===== src/rtl/pipeline_control_unit_if.sv =====
// Bundle of host commands, hazard inputs and the pipeline control outputs for
// pipeline_control_unit. The master modport is the host/datapath side that
// drives commands and hazards. The slave modport is the controller.
interface pipeline_control_unit_if #(
   parameter int N_STAGES = 5,
   parameter int CNT_W    = 32
);
   // Host commands (single-cycle pulses)
   logic                cmd_run;
   logic                cmd_step;
   logic                cmd_pause;
   // Hazard and decode information from the datapath
   logic                load_use_hazard;
   logic                branch_taken;
   logic                halt_decoded;
   // Pipeline control
   logic                pc_en;
   logic [N_STAGES-1:0] stage_en;
   logic [N_STAGES-1:0] stage_flush;
   // Status and debug
   logic [2:0]          state;
   logic                halted;
   logic [CNT_W-1:0]    cycle_count;
   logic [CNT_W-1:0]    stall_count;

   modport master (
      output cmd_run, cmd_step, cmd_pause,
      output load_use_hazard, branch_taken, halt_decoded,
      input  pc_en, stage_en, stage_flush,
      input  state, halted, cycle_count, stall_count
   );

   modport slave (
      input  cmd_run, cmd_step, cmd_pause,
      input  load_use_hazard, branch_taken, halt_decoded,
      output pc_en, stage_en, stage_flush,
      output state, halted, cycle_count, stall_count
   );
endinterface


===== src/rtl/pipeline_control_unit.sv =====
// Central pipeline controller for the MIPS core.
// - Produces per-stage enable and flush vectors from load-use and branch hazards.
// - Host run/step/pause FSM, with drain-then-halt on a decoded HALT instruction.
// - Optional cycle/stall counters: define PIPE_PERF_COUNTERS_EN to build them.
//   Without the macro both counter outputs are tied to zero and no counter
//   flops exist.
// - Legal N_STAGES range is 4..8. Stage 0 is IF, stage N_STAGES-1 is WB.
module pipeline_control_unit #(
   parameter int N_STAGES     = 5,
   parameter int HOLD_STAGES  = 2,
   parameter int BRANCH_STAGE = 3,
   parameter int CNT_W        = 32
) (
   input  logic                   clk,
   input  logic                   reset,
   pipeline_control_unit_if.slave bus
);

   localparam logic [2:0] ST_IDLE  = 3'd0;
   localparam logic [2:0] ST_RUN   = 3'd1;
   localparam logic [2:0] ST_STEP  = 3'd2;
   localparam logic [2:0] ST_DRAIN = 3'd3;
   localparam logic [2:0] ST_HALT  = 3'd4;

   // Stage masks, derived once from the parameters.
   localparam logic [N_STAGES-1:0] ALL_MASK    = '1;
   localparam logic [N_STAGES-1:0] HOLD_MASK   = N_STAGES'((1 << HOLD_STAGES) - 1);
   localparam logic [N_STAGES-1:0] BUBBLE_MASK = N_STAGES'(1 << HOLD_STAGES);
   localparam logic [N_STAGES-1:0] BRANCH_MASK = N_STAGES'((1 << BRANCH_STAGE) - 1);
   // While draining, IF/ID are frozen and the HALT in ID turns into a bubble in stage 2.
   localparam logic [N_STAGES-1:0] DRAIN_EN    = ALL_MASK & ~N_STAGES'(3);
   localparam logic [N_STAGES-1:0] DRAIN_FLUSH = N_STAGES'(4);

   localparam logic [3:0] DRAIN_LEN = 4'(N_STAGES - 2);

   logic [2:0]          state_d, state_q;
   logic [3:0]          drain_d, drain_q;
   logic                halted_q;
   logic                pc_en;
   logic [N_STAGES-1:0] stage_en;
   logic [N_STAGES-1:0] stage_flush;
   logic                active;

   // RUN and STEP are the states where the pipeline advances under hazard control.
   assign active = (state_q == ST_RUN) || (state_q == ST_STEP);

   // Enable/flush vectors: registered state combined with same-cycle hazards.
   always_comb begin
      // NOTE: every output gets a default first, so no path through the case infers a latch.
      pc_en       = 1'b0;
      stage_en    = '0;
      stage_flush = '0;
      case (state_q)
         ST_RUN, ST_STEP: begin
            if (bus.branch_taken) begin
               pc_en       = 1'b1;
               stage_en    = ALL_MASK;
               stage_flush = BRANCH_MASK;
            end else if (bus.load_use_hazard) begin
               pc_en       = 1'b0;
               stage_en    = ALL_MASK & ~HOLD_MASK;
               stage_flush = BUBBLE_MASK;
            end else begin
               pc_en       = 1'b1;
               stage_en    = ALL_MASK;
            end
         end
         ST_DRAIN: begin
            if (bus.branch_taken) begin
               // HALT was on the wrong path: the branch flush wins.
               pc_en       = 1'b1;
               stage_en    = ALL_MASK;
               stage_flush = BRANCH_MASK;
            end else begin
               stage_en    = DRAIN_EN;
               stage_flush = DRAIN_FLUSH;
            end
         end
         default: ;
      endcase
   end

   // Next-state and drain-counter logic.
   always_comb begin
      state_d = state_q;
      drain_d = drain_q;
      case (state_q)
         ST_IDLE: begin
            // Command priority: pause > run > step.
            if (bus.cmd_pause) state_d = ST_IDLE;
            else if (bus.cmd_run) state_d = ST_RUN;
            else if (bus.cmd_step) state_d = ST_STEP;
         end
         ST_RUN: begin
            if (bus.cmd_pause) begin
               state_d = ST_IDLE;
            end else if (bus.halt_decoded && !bus.branch_taken) begin
               state_d = ST_DRAIN;
               drain_d = DRAIN_LEN;
            end
         end
         ST_STEP: begin
            if (bus.halt_decoded && !bus.branch_taken) begin
               state_d = ST_DRAIN;
               drain_d = DRAIN_LEN;
            end else begin
               state_d = ST_IDLE;
            end
         end
         ST_DRAIN: begin
            if (bus.branch_taken) begin
               state_d = ST_RUN;
               drain_d = '0;
            end else begin
               drain_d = drain_q - 4'd1;
               if (drain_q <= 4'd1) begin
                  state_d = ST_HALT;
                  drain_d = '0;
               end
            end
         end
         ST_HALT: state_d = ST_HALT;
         default: state_d = ST_IDLE;
      endcase
   end

   // FSM state, drain counter and halted flag.
   always_ff @(posedge clk) begin
      // NOTE: sequential state uses non-blocking assignments so every flop samples pre-edge values.
      if (reset) begin
         state_q  <= ST_IDLE;
         drain_q  <= '0;
         halted_q <= 1'b0;
      end else begin
         state_q  <= state_d;
         drain_q  <= drain_d;
         halted_q <= (state_d == ST_HALT);
      end
   end

   assign bus.pc_en       = pc_en;
   assign bus.stage_en    = stage_en;
   assign bus.stage_flush = stage_flush;
   assign bus.state       = state_q;
   assign bus.halted      = halted_q;

`ifdef PIPE_PERF_COUNTERS_EN
   logic [CNT_W-1:0] cycle_q;
   logic [CNT_W-1:0] stall_q;

   // Debug counters: active cycles and load-use stall cycles, wrapping naturally.
   always_ff @(posedge clk) begin
      if (reset) begin
         cycle_q <= '0;
         stall_q <= '0;
      end else begin
         if (active || (state_q == ST_DRAIN))
            cycle_q <= cycle_q + 1'b1;
         if (active && bus.load_use_hazard && !bus.branch_taken)
            stall_q <= stall_q + 1'b1;
      end
   end

   assign bus.cycle_count = cycle_q;
   assign bus.stall_count = stall_q;
`else
   assign bus.cycle_count = '0;
   assign bus.stall_count = '0;
`endif

endmodule


===== src/flat_wrapper.sv =====
// flat-port wrapper written by rule: the top's interface ports become plain ports
module pipeline_control_unit_flat 
#(
   parameter int N_STAGES     = 5,
   parameter int HOLD_STAGES  = 2,
   parameter int BRANCH_STAGE = 3,
   parameter int CNT_W        = 32
)
  (clk, reset, bus_cmd_run, bus_cmd_step, bus_cmd_pause, bus_load_use_hazard, bus_branch_taken, bus_halt_decoded, bus_pc_en, bus_stage_en, bus_stage_flush, bus_state, bus_halted, bus_cycle_count, bus_stall_count);
  pipeline_control_unit_if #(.N_STAGES(N_STAGES), .CNT_W(CNT_W)) bus_i ();
  input  logic clk;
  input  logic reset;
  input wire logic [$bits(bus_i.cmd_run)-1:0] bus_cmd_run;
  input wire logic [$bits(bus_i.cmd_step)-1:0] bus_cmd_step;
  input wire logic [$bits(bus_i.cmd_pause)-1:0] bus_cmd_pause;
  input wire logic [$bits(bus_i.load_use_hazard)-1:0] bus_load_use_hazard;
  input wire logic [$bits(bus_i.branch_taken)-1:0] bus_branch_taken;
  input wire logic [$bits(bus_i.halt_decoded)-1:0] bus_halt_decoded;
  output wire logic [$bits(bus_i.pc_en)-1:0] bus_pc_en;
  output wire logic [$bits(bus_i.stage_en)-1:0] bus_stage_en;
  output wire logic [$bits(bus_i.stage_flush)-1:0] bus_stage_flush;
  output wire logic [$bits(bus_i.state)-1:0] bus_state;
  output wire logic [$bits(bus_i.halted)-1:0] bus_halted;
  output wire logic [$bits(bus_i.cycle_count)-1:0] bus_cycle_count;
  output wire logic [$bits(bus_i.stall_count)-1:0] bus_stall_count;
  assign bus_i.cmd_run = bus_cmd_run;
  assign bus_i.cmd_step = bus_cmd_step;
  assign bus_i.cmd_pause = bus_cmd_pause;
  assign bus_i.load_use_hazard = bus_load_use_hazard;
  assign bus_i.branch_taken = bus_branch_taken;
  assign bus_i.halt_decoded = bus_halt_decoded;
  assign bus_pc_en = bus_i.pc_en;
  assign bus_stage_en = bus_i.stage_en;
  assign bus_stage_flush = bus_i.stage_flush;
  assign bus_state = bus_i.state;
  assign bus_halted = bus_i.halted;
  assign bus_cycle_count = bus_i.cycle_count;
  assign bus_stall_count = bus_i.stall_count;
  pipeline_control_unit #(.N_STAGES(N_STAGES), .HOLD_STAGES(HOLD_STAGES), .BRANCH_STAGE(BRANCH_STAGE), .CNT_W(CNT_W)) u_core (.clk(clk), .reset(reset), .bus(bus_i));
endmodule

===== config.mk =====
export PLATFORM = sky130hd
export DESIGN_NAME = pipeline_control_unit_flat
export DESIGN_NICKNAME = d
export VERILOG_FILES = /design/src/rtl/pipeline_control_unit_if.sv /design/src/rtl/pipeline_control_unit.sv /design/src/flat_wrapper.sv
export SDC_FILE = /design/constraint.sdc
export NUM_CORES = 1
export LEC_CHECK = 0
export ABC_AREA = 1
export CORE_UTILIZATION = 33
export DETAILED_ROUTE_END_ITERATION = 10
export PLACE_DENSITY = 0.83
export SKIP_LAST_GASP = 1
export SYNTH_ARGS = -nofsm -noshare
export SYNTH_HDL_FRONTEND = slang
export SYNTH_SLANG_ARGS = --single-unit
export TNS_END_PERCENT = 10

===== constraint.sdc =====
create_clock -name clk -period 1.69 [get_ports clk]
set_input_delay 0.2535 -clock clk [delete_from_list [all_inputs] [get_ports clk]]
set_output_delay 0.2535 -clock clk [all_outputs]
set_load 0.005 [all_outputs]

### Yosys cells after proc, flatten, opt, wreduce, memory -nomap -nowiden

Cells that the tools add are included.

* add/subtract/negate cells: 1
* multipliers: 0
* div/mod/pow operators: 0
* $lt $le $gt $ge: 1
* eq/ne operators: 6
* shift operators: 0
* mux-type cells: 26
* bitwise operators: 0
* reduce and logical (&&, ||, !) cells: 6

Operator list (count)
* $mux W3: 8
* $pmux W5 S2: 2
* $mux W4: 4
* $pmux W3 S5: 1
* $pmux W4 S3: 1
* $mux W5: 2
* $mux W2: 4
* $eq A3 B2 Y1 const B: 2
* $eq A3 B3 Y1 const B: 2
* $le A4 B1 Y1 const B: 1
* $sub A4 B1 Y4 const B: 1
* $eq A3 B1 Y1 const B: 1
* $logic_not A3 Y1: 1
* $mux W1: 3
* $reduce_bool A3 Y1: 1
* $ne A2 B2 Y1 const B: 1
* $pmux W1 S2: 1
* $reduce_and A2 Y1: 1
* $reduce_or A2 Y1: 1
* $logic_and A1 B1 Y1: 1
* $logic_not A1 Y1: 1

* flip-flop bits (word level): 8
* latch bits: 0
* bits in writable memories: 0
* ROM bits: 0
* bits of input ports: 8
* output and inout bits: 79
* logic and storage cells: 43
* memories kept: 0

### Longest topological paths before layout

Gate-level depths: netlist (run 1).

* depth after elaboration: 6
* mapped depth: 8
* gate-level depth less buffers: 8

### Least setup slack after synthesis (run 1)

No wires, ideal clock.

* kind: register to output
* start point: register u_core.state_q[1] (netlist: u_core.bus.state[1])
* end point: output bus_stage_en[0]
* arrival time: 1.066 ns
* path slack: 0.371 ns
* cell stages (with the launch flop): 6
* path through: dfxtp_1 > inv_1 > nand2_1 > nand2_1 > o22ai_1 > buf_4

* cells in the longest elaborated chain, start to end: 3
* elaborated cells between the ends (all ways): 5
* classes of those cells: eq/ne (3); mux (1); reduce/logical (1)

Ends and longest elaborated chain
* start, declared: RTL line pipeline_control_unit.sv:36 `logic [2:0] state_d, state_q;`
* start signal, assigned: RTL line pipeline_control_unit.sv:135 `state_q <= state_d;`
* $eq A3 B2 Y1 / $eq A3 B1 Y1 (equally long branches)
* $reduce_or A2 Y1: RTL line pipeline_control_unit.sv:53 `case (state_q)`
* $pmux W5 S2 *: RTL line pipeline_control_unit.sv:53
* end, declared: RTL line flat_wrapper.sv:20 `output wire logic [$bits(bus_i.stage_en)-1:0] bus_stage_en;`

Every way passes the cells marked *; elsewhere a longest branch is shown, timed or not.

### Worst setup path after layout (run 1)

* start point: register u_core.state_q[0] (netlist: u_core.bus.state[0])
* end point: output bus_stage_en[0]

The elaborated chain is that of the path after synthesis.

==> impl_summary.log, run 1 <==
[metrics] warning count from the yosys run: 0
[metrics] initial antenna violation count: 0
[metrics] Die X: 59.2 um
[metrics] number of global-route vias before repair: 659
[metrics] data arrival time of the worst path: 1.58 ns
[metrics] clock transition at the register clock pins on the worst setup and hold paths after CTS: 0.06 ns
[metrics] hold bufs inserted after CTS: 0
[metrics] number of cells on the worst hold path: 2
[metrics] path length in cells of the critical path: 5
[metrics] die area: 3500 sq um
[metrics] DRC: 0
[metrics] CTS H-tree lvls: 1
[metrics] Worst VDD drop: 0.140 mV
[metrics] number of top-level design ports: 87
[metrics] failing checks: setup timing
[metrics] leakage component of the power: 0.633 nW
[metrics] Clk Tree Root Cell: sky130_fd_sc_hd__clkbuf_4
[metrics] Synth Instances: 160
[metrics] initial cell density of the core: 35.0%
[metrics] EDFF count, synth: 0
[metrics] post-synthesis cell type count: 23
[metrics] cell with the largest stage delay on the worst path: sky130_fd_sc_hd__clkdlybuf4s50_1
[metrics] CP most frequent cell: sky130_fd_sc_hd__nand2_1
[metrics] standard-cell row count: 20
[metrics] final count of pins violating max slew: 0
[metrics] DRT iter0 DRCs: 17
[metrics] ratio of total power to cell area: 476 nW/um^2
[metrics] count of nets left with antenna violations after detail routing: 0
[metrics] RSZ-0062 raised after global routing: true
[metrics] fraction of final layout cells with drive strength greater than 1: 8.74%
[metrics] max-capacitance violation count: 0
[metrics] WS Path Type: register to output pin
[metrics] slowest stage delay, CP: 0.54 ns
[metrics] final worst path period need: 1.83 ns
[metrics] Congestion Overflow GR: 0
[metrics] filler cell count: 331
[metrics] CP max FO: 3
[metrics] GRT Overall Usage: 9.93%
[metrics] required arrival time at the worst endpoint: 1.44 ns
[metrics] area used by multi-input combinational logic: 579 sq um
[metrics] final hold violation count: 0
[metrics] post-placement cell area: 1090 sq um
[metrics] commonest register cell after synthesis: sky130_fd_sc_hd__dfxtp_1
[metrics] maximum clock skew at final layout: 0.00181 ns
[metrics] cell with the most instances after synthesis: sky130_fd_sc_hd__buf_4
[metrics] classification of the worst-slack hold path: register to register
[metrics] Total Negative Setup Slacks: -0.368 ns
[metrics] Post-synth ARST share: 0%
[metrics] post-detailed-route wirelength per cell: 7.33 um
[metrics] largest net degree at the start of global routing: 7
[metrics] cells taking the most area after synthesis: sky130_fd_sc_hd__buf_4 49%, sky130_fd_sc_hd__dfxtp_1 15%, sky130_fd_sc_hd__nand2_1 7.3%
[metrics] Critical Path Sink Type: output pin
[metrics] sequential-to-total area share from yosys stat: 14.8%
[metrics] Sequential cell area: 160 sq um
[metrics] TritonCTS buffer count: 3
[metrics] post-CTS setup-driven buffer insertion count: 0
[metrics] depth of the worst register-to-register path: 7
[metrics] Sinks on Clock Net: 8
[metrics] ordered list of cells on the worst path: inv_1 > nand2_1 > nand2_1 > o22ai_2 > clkdlybuf4s50_1
[metrics] outcome: finished, violations left
[metrics] buffers and inverters on the worst path: 2
[metrics] synthesized area per cell: 6.74 sq um
[metrics] number of port buffers: 20
[metrics] Setup WS post-layout: -0.142 ns
[metrics] flop and latch count out of synthesis: 8
[metrics] core area: 3080 sq um
[metrics] Antenna Diode Count: 0
[metrics] clock latency on the worst-skew pair: 0.25 ns
[metrics] combined area of all synthesized cells: 1080 sq um
[metrics] final RePlAce weighted congestion: 0.835
[metrics] die span in y: 59.2 um
[metrics] final worst-path cycle share: 108%
[metrics] Max Freq: 546 MHz
[metrics] number of vias in the routed layout: 823
[metrics] total non-filler cell area in the finished layout: 1120 sq um
[metrics] largest buffer count on any clock path: 2
[metrics] drt pass-1 iters: 4
[metrics] leading area contributor after synthesis: sky130_fd_sc_hd__buf_4
[metrics] area growth from synthesis to layout: 3.83%
[metrics] global-route wire length before repair: 2570 um
[metrics] launching element type of the critical path: register
[metrics] post-synth top area share: 49.4%
[metrics] power after layout: 0.533 mW
[metrics] Final setup violation count: 7
[metrics] Nets: 195
[metrics] detailed placement HPWL: 1420 um
[metrics] detail-routed via count per cell: 3.63
[metrics] CTS tree: built
[metrics] list of most frequent post-synthesis cells: 71 x sky130_fd_sc_hd__buf_4, 21 x sky130_fd_sc_hd__nand2_1, 14 x sky130_fd_sc_hd__nor2_1
[metrics] Total Routed Length: 1670 um
[metrics] Top delay family on crit path: buffers and inverters
[cell families (layout without fill, tap and decap cells)]
logic type	count (synthesis)	after routing	synth area share [%]
flip-flops	8	8	14.8
buffers and inverters	86	44	54.6
AND/OR/NAND/NOR	52	52	21.5
AO/OA/AOI/OAI	10	10	5.57
XOR/XNOR	1	1	0.812
adder cells (fa/ha/maj)	2	2	2.32
other	1	66	0.348
[final timing paths]
check                       from                end  slack [ns]
max          u_core.bus.state[0]    bus_stage_en[0]       -0.14
min            u_core.drain_q[2]  u_core.drain_q[2]        0.51
max reg2reg    u_core.drain_q[0]  u_core.drain_q[3]        0.27
min reg2reg    u_core.drain_q[2]  u_core.drain_q[2]        0.51
[cell type report]
type                       instances  area share (%)
clock buffer                       3            2.01
timing repair buffer              26            22.0
multi-input combinational        131            51.7
sequential                         8            14.3
tap                               44            4.92
inverter                          15            5.03
[sequential cells by signal, summed over array words and instances (netlist names)]
signal	count
u_core.bus.halted	1
u_core.bus.state	3
u_core.drain_q	4
[metal layers]
metal	part of all wire [%]	GRT usage [%]
met2	50	17.4
met1	40	10.5
met3	8.1	2.18
met4	1.9	7.14
met5	0	0
[cell usage in the layout (no fill, tap or decap)]
cell type	n
sky130_fd_sc_hd__nand3_1	8
sky130_fd_sc_hd__o22ai_1	1
sky130_fd_sc_hd__clkbuf_4	3
sky130_fd_sc_hd__nand3_2	1
sky130_fd_sc_hd__clkdlybuf4s50_1	18
sky130_fd_sc_hd__nand2_1	21
sky130_fd_sc_hd__buf_4	6
sky130_fd_sc_hd__o21bai_1	1
sky130_fd_sc_hd__ha_1	2
sky130_fd_sc_hd__nand2_2	1
sky130_fd_sc_hd__a21oi_1	4
sky130_fd_sc_hd__nor2_1	14
sky130_fd_sc_hd__xor2_1	1
sky130_fd_sc_hd__or2_2	1
sky130_fd_sc_hd__and2_1	2
sky130_fd_sc_hd__o21ai_2	1
sky130_fd_sc_hd__nand3b_1	1
sky130_fd_sc_hd__dlymetal6s2s_1	1
sky130_fd_sc_hd__inv_1	13
sky130_fd_sc_hd__dlygate4sd2_1	1
sky130_fd_sc_hd__o22ai_2	1
sky130_fd_sc_hd__dfxtp_1	8
sky130_fd_sc_hd__nand4_1	2
sky130_fd_sc_hd__a31oi_1	1
sky130_fd_sc_hd__inv_2	2
sky130_fd_sc_hd__conb_1	66
sky130_fd_sc_hd__o21ai_0	1
sky130_fd_sc_hd__nor3_1	1
[power by group]
| group | leakage [nW] | total [mW] | internal (mW) | switching (mW) |
|---|---|---|---|---|
| clock | 0.0138 | 0.147 | 0.0813 | 0.0658 |
| sequential | 0.0648 | 0.197 | 0.194 | 0.00330 |
| combinational | 0.554 | 0.189 | 0.0862 | 0.103 |
[per-stage QoR]
step	setup WS (ns)	hold slack [ns]	instances	util, %
after floorplan	0.371	0.323	225	-
after global placement	-0.106	0.485	224	35.4
after detailed placement	-0.189	0.500	224	35.4
after CTS	-0.170	0.509	227	36.3
after global routing	-0.249	0.556	227	36.4
final	-0.142	0.505	227	36.4
[repair_timing]
item	4_1_cts	5_1_grt
gates resized for setup	2	1
endpoints found under the hold margin	0	0
setup endpoints to repair	9	8
[tightest hold or removal path: cells and delay by family, from the launching register on]
| family | cells | cell delay, ns |
|---|---|---|
| AO/OA/AOI/OAI | 1 | 0.05 |
| flip-flops | 1 | 0.33 |
| AND/OR/NAND/NOR | 1 | 0.07 |
(Power assumes the default switching activity.)
==> run 2: changes to the inputs <==
--- a/config.mk
+++ b/config.mk
@@ -8,6 +8,7 @@
 export ABC_AREA = 1
 export CORE_UTILIZATION = 33
 export DETAILED_ROUTE_END_ITERATION = 10
+export HOLD_SLACK_MARGIN = 0.1
 export PLACE_DENSITY = 0.83
 export SKIP_LAST_GASP = 1
 export SYNTH_ARGS = -nofsm -noshare
==> results of run 2 <==
The final DEF is identical to that of run 1; final timing and power are the same.
==> run 3: changes to the inputs <==
--- a/config.mk
+++ b/config.mk
@@ -8,6 +8,7 @@
 export ABC_AREA = 1
 export CORE_UTILIZATION = 33
 export DETAILED_ROUTE_END_ITERATION = 10
+export GPL_ROUTABILITY_DRIVEN = 0
 export HOLD_SLACK_MARGIN = 0.1
 export PLACE_DENSITY = 0.83
 export SKIP_LAST_GASP = 1
==> results of run 3 <==
The final DEF is identical to that of run 1; final timing and power are the same.
